`config.mk`:
```
export PLATFORM = sky130hd
export DESIGN_NAME = io_mem_gen
export DESIGN_NICKNAME = d
export VERILOG_FILES = /design/src/rtl/io_mem_gen.sv
export SDC_FILE = /design/constraint.sdc
export NUM_CORES = 1
export LEC_CHECK = 0
export ABC_AREA = 0
export BUFFER_PORTS_ARGS = -buffer_cell sky130_fd_sc_hd__buf_4
export CAP_MARGIN = 10
export CORE_ASPECT_RATIO = 1.2
export CORE_MARGIN = 2
export CORE_UTILIZATION = 40
export CTS_CLUSTER_DIAMETER = 80
export DETAILED_ROUTE_END_ITERATION = 8
export GPL_TIMING_DRIVEN = 0
export SYNTH_ARGS = -nofsm -noshare
export SYNTH_HDL_FRONTEND = slang
export SYNTH_SLANG_ARGS = --single-unit
```
`constraint.sdc`:
```
create_clock -name clock -period 2.45 [get_ports clock]
set_input_delay 0.3675 -clock clock [delete_from_list [all_inputs] [get_ports clock]]
set_output_delay 0.3675 -clock clock [all_outputs]
set_load 0.02 [all_outputs]
```
`src/rtl/io_mem_gen.sv`:
```
// rtl/io_mem_gen.sv - memory-mapped LED/switch/seven-segment/timer I/O block
//
// Ports:
//   clock, reset          rising-edge clock, synchronous active-high reset
//   addr, data_in         word address and write data from the CPU data bus
//   write_enable          write strobe, sampled on the rising edge
//   data_out              registered read data (1-cycle latency)
//   io_in_sw              raw asynchronous switch inputs
//   io_out_led            LED drive, 1 = lit
//   io_out_hex            active-low segments, digit i at [7i+6:7i], bit0=a
//   irq                   registered level interrupt from masked change bits
module io_mem_gen #(
  parameter int ADDR_W   = 4,
  parameter int LED_W    = 10,
  parameter int SW_W     = 10,
  parameter int HEX_N    = 6,
  parameter int DEB_DIV  = 50000,
  parameter int TICK_DIV = 50000
) (
  input  logic                clock,
  input  logic                reset,
  input  logic [ADDR_W-1:0]   addr,
  input  logic [31:0]         data_in,
  input  logic                write_enable,
  output logic [31:0]         data_out,
  input  logic [SW_W-1:0]     io_in_sw,
  output logic [LED_W-1:0]    io_out_led,
  output logic [7*HEX_N-1:0]  io_out_hex,
  output logic                irq
);

  localparam int HW  = 4 * HEX_N;
  localparam int DCW = $clog2(DEB_DIV);
  localparam int TCW = $clog2(TICK_DIV + 1);
  localparam logic [DCW-1:0] DEB_LAST  = DCW'(DEB_DIV - 1);
  localparam logic [TCW-1:0] TICK_LAST = TCW'(TICK_DIV - 1);

  localparam logic [ADDR_W-1:0] A_LED   = ADDR_W'(0);
  localparam logic [ADDR_W-1:0] A_HEX   = ADDR_W'(1);
  localparam logic [ADDR_W-1:0] A_BLANK = ADDR_W'(2);
  localparam logic [ADDR_W-1:0] A_SW    = ADDR_W'(3);
  localparam logic [ADDR_W-1:0] A_CHG   = ADDR_W'(4);
  localparam logic [ADDR_W-1:0] A_MASK  = ADDR_W'(5);
  localparam logic [ADDR_W-1:0] A_TIMER = ADDR_W'(6);

  logic [LED_W-1:0] led;
  logic [HW-1:0]    hexval;
  logic [HEX_N-1:0] blank;
  logic [SW_W-1:0]  sync1, sw_sync, samp, deb, deb_d, swchg, irqmask;
  logic [DCW-1:0]   deb_cnt;
  logic [TCW-1:0]   tick_cnt;
  logic [31:0]      timer;
  logic [31:0]      rdata;
  logic [SW_W-1:0]  agree, chg_clr;

  // Bits whose synchronised value matches the previous sample are stable.
  assign agree   = ~(sw_sync ^ samp);
  assign chg_clr = (write_enable && addr == A_CHG) ? data_in[SW_W-1:0] : '0;

  always_comb begin
    rdata = 32'h0;
    case (addr)
      A_LED:   rdata = 32'(led);
      A_HEX:   rdata = 32'(hexval);
      A_BLANK: rdata = 32'(blank);
      A_SW:    rdata = 32'(deb);
      A_CHG:   rdata = 32'(swchg);
      A_MASK:  rdata = 32'(irqmask);
      A_TIMER: rdata = timer;
      default: rdata = 32'h0;
    endcase
  end

  always_ff @(posedge clock) begin
    if (reset) begin
      led      <= '0;
      hexval   <= '0;
      blank    <= '1;
      irqmask  <= '0;
      sync1    <= '0;
      sw_sync  <= '0;
      samp     <= '0;
      deb      <= '0;
      deb_d    <= '0;
      swchg    <= '0;
      deb_cnt  <= '0;
      tick_cnt <= '0;
      timer    <= 32'h0;
      irq      <= 1'b0;
      data_out <= 32'h0;
    end else begin
      if (write_enable && addr == A_LED)   led     <= data_in[LED_W-1:0];
      if (write_enable && addr == A_HEX)   hexval  <= data_in[HW-1:0];
      if (write_enable && addr == A_BLANK) blank   <= data_in[HEX_N-1:0];
      if (write_enable && addr == A_MASK)  irqmask <= data_in[SW_W-1:0];

      sync1   <= io_in_sw;
      sw_sync <= sync1;

      if (deb_cnt == DEB_LAST) begin
        deb_cnt <= '0;
        samp    <= sw_sync;
        deb     <= (sw_sync & agree) | (deb & ~agree);
      end else begin
        deb_cnt <= deb_cnt + DCW'(1);
      end

      // Change detection lags deb by one cycle; OR-ing after the clear makes
      // a coincident set win over write-1-to-clear.
      deb_d <= deb;
      swchg <= (swchg & ~chg_clr) | (deb ^ deb_d);
      irq   <= |(swchg & irqmask);

      // A timer write restarts the prescaler and overrides any tick.
      if (write_enable && addr == A_TIMER) begin
        timer    <= data_in;
        tick_cnt <= '0;
      end else if (tick_cnt == TICK_LAST) begin
        tick_cnt <= '0;
        timer    <= timer + 32'd1;
      end else begin
        tick_cnt <= tick_cnt + TCW'(1);
      end

      data_out <= rdata;
    end
  end

  function automatic logic [6:0] hex_seg(input logic [3:0] v);
    case (v)
      4'h0: hex_seg = 7'h40;
      4'h1: hex_seg = 7'h79;
      4'h2: hex_seg = 7'h24;
      4'h3: hex_seg = 7'h30;
      4'h4: hex_seg = 7'h19;
      4'h5: hex_seg = 7'h12;
      4'h6: hex_seg = 7'h02;
      4'h7: hex_seg = 7'h78;
      4'h8: hex_seg = 7'h00;
      4'h9: hex_seg = 7'h10;
      4'hA: hex_seg = 7'h08;
      4'hB: hex_seg = 7'h03;
      4'hC: hex_seg = 7'h46;
      4'hD: hex_seg = 7'h21;
      4'hE: hex_seg = 7'h06;
      default: hex_seg = 7'h0E;
    endcase
  endfunction

  genvar gi;
  generate
    for (gi = 0; gi < HEX_N; gi++) begin : g_digit
      assign io_out_hex[7*gi +: 7] = blank[gi] ? 7'h7F : hex_seg(hexval[4*gi +: 4]);
    end
  endgenerate

  assign io_out_led = led;

endmodule
```
Word level (Yosys, flattened, before mapping)
Memory sizes are Yosys's and may differ from the RTL's. A register that Yosys moved wholly into a read port is not among the register bits.
Index checks and enable logic that the tools add are counted.
{"block": "op_classes", "addsub": 3, "n_eq_ne": 8, "n_mux": 22, "n_bitwise": 11, "n_reduce_logical": 11}
{"cell": "$pmux W32 S7", "count": 1}
{"cell": "$mux W32", "count": 2}
{"cell": "$mux W4", "count": 12}
{"cell": "$mux W7", "count": 6}
{"cell": "$and A10 B10 Y10", "count": 4}
{"cell": "$add A16 B1 Y16 const B", "count": 2}
{"cell": "$add A32 B1 Y32 const B", "count": 1}
{"cell": "$eq A16 B16 Y1 const B", "count": 2}
{"cell": "$not A10 Y10", "count": 3}
{"cell": "$or A10 B10 Y10", "count": 2}
{"cell": "$xor A10 B10 Y10", "count": 2}
{"cell": "$eq A4 B3 Y1 const B", "count": 3}
{"cell": "$mux W10", "count": 1}
{"cell": "$reduce_or A10 Y1", "count": 1}
{"cell": "$eq A4 B2 Y1 const B", "count": 2}
{"cell": "$logic_and A1 B1 Y1", "count": 6}
{"cell": "$eq A4 B1 Y1 const B", "count": 1}
{"cell": "$logic_not A4 Y1", "count": 1}
{"cell": "$reduce_or A3 Y1", "count": 1}
{"cell": "$reduce_bool A2 Y1", "count": 1}
{"cell": "$reduce_or A2 Y1", "count": 1}
{"block": "word_totals", "ff_bits": 207, "romBits": 672, "input_bits": 49, "memories": 6}
{"name": "(no name shown)", "words": 16, "word_bits": 7, "read_ports": 1, "rd_clocked_by_memory_dff": 1, "write_ports": 0, "line": "130", "rtl": "case (v)"}
{"name": "(no name shown)", "words": 16, "word_bits": 7, "read_ports": 1, "rd_clocked_by_memory_dff": 1, "write_ports": 0, "line": "130"}
{"name": "(no name shown)", "words": 16, "word_bits": 7, "read_ports": 1, "rd_clocked_by_memory_dff": 1, "write_ports": 0, "line": "130"}
{"name": "(no name shown)", "words": 16, "word_bits": 7, "read_ports": 1, "rd_clocked_by_memory_dff": 1, "write_ports": 0, "line": "130"}
{"name": "(no name shown)", "words": 16, "word_bits": 7, "read_ports": 1, "rd_clocked_by_memory_dff": 1, "write_ports": 0, "line": "130"}
{"name": "(no name shown)", "words": 16, "word_bits": 7, "read_ports": 1, "rd_clocked_by_memory_dff": 1, "write_ports": 0, "line": "130"}

Logic depth before layout (Yosys ltp)
{"block": "depth", "word_depth": 6, "depth_mapped": 13, "mapped_depth_nobuf": 10}

Least setup slack after synthesis
OpenSTA, ideal clock, no wires.
{"block": "synth_path", "path_type": "input-to-reg", "start": "input addr[1]", "end": "register with a tool-made name", "setup_ns": 0.117, "arrival_time_ns": 2.316, "required_time_ns": 2.333, "slack_ns": 0.017, "stages": 12, "path_buffers": 3, "cell_sequence": "buf_4 and3b_1 buf_2 nand2_1 buf_2 nand2_1 a21oi_1 inv_1 ha_1 nand3b_1 o221ai_1 a32o_1"}
{"item": "start: declaration", "line": "22", "rtl": "input logic [ADDR_W-1:0] addr,"}

==> results.toml <==
[place]
placed_area_um2 = 13100
placed_cells = 1843
place_ws_ns = -0.756
gp_congestion = 0.900
portBuffers = 129
hpwl_um = 26300

[synth]
ys.flop_type = "dfxtp_1"
yosysWarnings = 0
synth_seq_cells = 249
yosysSeqAreaShare = 0.426
synthCells = 1329
syn_area_um2 = 11700
syn_avg_cell_area_um2 = 8.80
synth_nets = 1417
synthArstFlopShare = 0
synth_edf_count = 0
ys_types = 67

[finish]
fillerInstances = 2800
final_util = 0.498
area_growth_pct = 22.6
multiInputGateArea_um2 = 6240
final_cell_mix = "dfxtp_1, nor2_1, buf_4, nand2_1, a21oi_1"
fin_nets = 1583
final-seq-area_um2 = 4980
fin_area_um2 = 14300
final_common_cell = "dfxtp_1"
finalNonFillerCells = 1902
diodes = 0
drive_gt1_frac = 0.196

[drt]
met3_length_um = 2350
wirelength_um = 35500
dr_wl_met2_um = 17000
wl_met1_um = 15000
via_count = 10400
drtPass1Iterations = 5
routed.top_layer = "met4"
drc = 0
avgRoutedWirePerCell_um = 18.7
viasPerCell = 5.46
drtIter0Drc = 685
ant_nets = 0

[timing]
final-hold-violation-count = 0
finalSetupViolCount = 0
setup_slack_ns = 0.0867
tightestPinTransition_ns = 1.14
final-max-slew-violation-count = 0
fmax_mhz = 423
fin_worst_skew_ns = 0.0141
finalCritPeriodShare = 0.965
layout_min_cycle_time_ns = 2.36
max_slew_margin = 0.228

[critical_path]
worst-path-max-fanout = 10
worstSetupEndpointType = "register"
worstPathArrival_ns = 2.79
worstPathRequired_ns = 2.88
worstPathCellList = "buf_4, buf_4, nand3b_1, buf_4, nor2_4, buf_4, mux2i_4, nor2_2, ha_1, nand3_1, o211a_1, a32o_1"
cp_slowest_cell = "mux2i_4"
cpPeakStageDelay_ns = 0.34
cp-start-kind = "primary input"
critical_path_class = "primary input to register"
worst-path-buf-inv = 4
crit_family = "buffers and inverters"
cp_common_cell = "buf_4"

[global_route]
grt_overflow = 0
antenna_found_initial = 0
grt_max_degree = 14
grt_pass1_vias = 10100
grt_pass1_wl_um = 55300
track_usage = 0.227

[die]
die_x_um = 160
core-area_um2 = 28800
io_pins = 134
die_y_um = 191
initial_core_util = 0.407
fp-row-count = 68
die-area_um2 = 30600

[clocking]
cts_buffers = 28
tritoncts = "yes"
cts_buffer_depth = 3
clkSlewWorstSetupHoldPaths_ns = 0.06
postCtsHoldBufs = 0
cts-htree-levels = 1
insertion_delay_ns = 0.56
clkSinkCount = 249
clock-root-buffer = "clkbuf_16"

[power_and_ir_drop]
power.density_nw_per_um2 = 658
p_total_mw = 9.43
ir_drop_v = 0.000551
power.leakage_nw = 5.50

[status]
status = "complete, no violations"

[job]
maxCapViolations = 0

[worst_hold_path]
hp-class = "primary input to register"
[where the power goes]
| group | switching, mW | internal, mW | total [mW] |
|---|---|---|---|
| Combinational | 0.360 | 0.208 | 0.569 |
| Clock | 1.75 | 2.95 | 4.70 |
| Sequential | 0.0513 | 4.11 | 4.17 |
| Total | 2.16 | 7.27 | 9.43 |
[worst register-to-register path: cells and delay by family, from the launching register on]
| kind | cells | cell delay (ns) |
|---|---|---|
| DFF | 1 | 0.52 |
| and+or+nand+nor | 3 | 0.73 |
| xor gates and xnor gates | 1 | 0.11 |
| buffers and inverters | 1 | 0.31 |
| adders and majority gates | 1 | 0.22 |
| AOI/OAI and AO/OA | 1 | 0.23 |
[synthesized netlist by cell type (38+ instances only)]
library cell | count | share of area
o21ai_0 | 44 | 0.019
inv_1 | 47 | 0.015
a21oi_1 | 81 | 0.035
clkbuf_1 | 46 | 0.015
nor2b_1 | 46 | 0.025
nand3_1 | 39 | 0.017
or2_2 | 43 | 0.023
ha_1 | 39 | 0.042
nand2_1 | 83 | 0.027
mux2i_1 | 43 | 0.037
xnor2_1 | 38 | 0.028
nor2_1 | 151 | 0.048
dfxtp_1 | 249 | 0.43
[final timing paths]
path / start / to / slack, ns / cells after the start
worst max-delay path: addr[1] / register / 0.09 / 12
worst min-delay path: io_in_sw[1] / sync1[1]$_SDFF_PP0_ / 0.03 / 2
worst max register to register: timer[0]$_SDFFE_PP0P_ / timer[10]$_SDFFE_PP0P_ / 0.23 / 7
worst min register to register: sync1[7]$_SDFF_PP0_ / sw_sync[7]$_SDFF_PP0_ / 0.43 / 1
[area by class of cell]
| type | instances | share of cell area |
|---|---|---|
| Multi-Input combinational cell | 952 | 0.436 |
| Tap cell | 385 | 0.0336 |
| Timing Repair Buffer | 136 | 0.0712 |
| Buffer | 77 | 0.0253 |
| Inverter | 51 | 0.0134 |
| Clock inverter | 14 | 0.0165 |
| Clock buffer | 38 | 0.0565 |
| Sequential cell | 249 | 0.348 |
[repair_timing]
item | CTS | global route
gates resized for setup | 8 | 18
pin swaps | 1 | 1
endpoints found under the setup margin | 22 | 52
gates cloned | 0 | 0
buffers inserted | 3 | 4
[stage by stage]
| stage | hold slack (ns) | TNS, ns |
|---|---|---|
| after floorplan | 0.414 | 0 |
| after detailed placement | 0.420 | -33.84 |
| final | 0.0280 | 0 |
| after global placement | 0.421 | -33.36 |
| after global routing | 0.0167 | -0.000431 |
| after CTS | 0.00964 | 0 |
[cell families (layout without fill, tap and decap cells)]
logic type                 count (synthesis)  count (layout)  synth area share
and+or+nand+nor                          498             498             0.218
muxes                                     53              53            0.0484
AOI/OAI and AO/OA                        297             297             0.170
DFF                                      249             249             0.426
buffers and inverters                    128             316            0.0467
adders and majority gates                 39              39            0.0417
xor gates and xnor gates                  65              65            0.0487
[layer usage]
| metal | vias up | global-route usage |
|---|---|---|
| met5 | - | 0 |
| met4 | 0 | 0.0911 |
| met3 | 90 | 0.0358 |
| met2 | 416 | 0.396 |
| met1 | 4863 | 0.281 |
| li1 | 5021 | - |
Note: power is estimated with default switching activity, not from simulation.
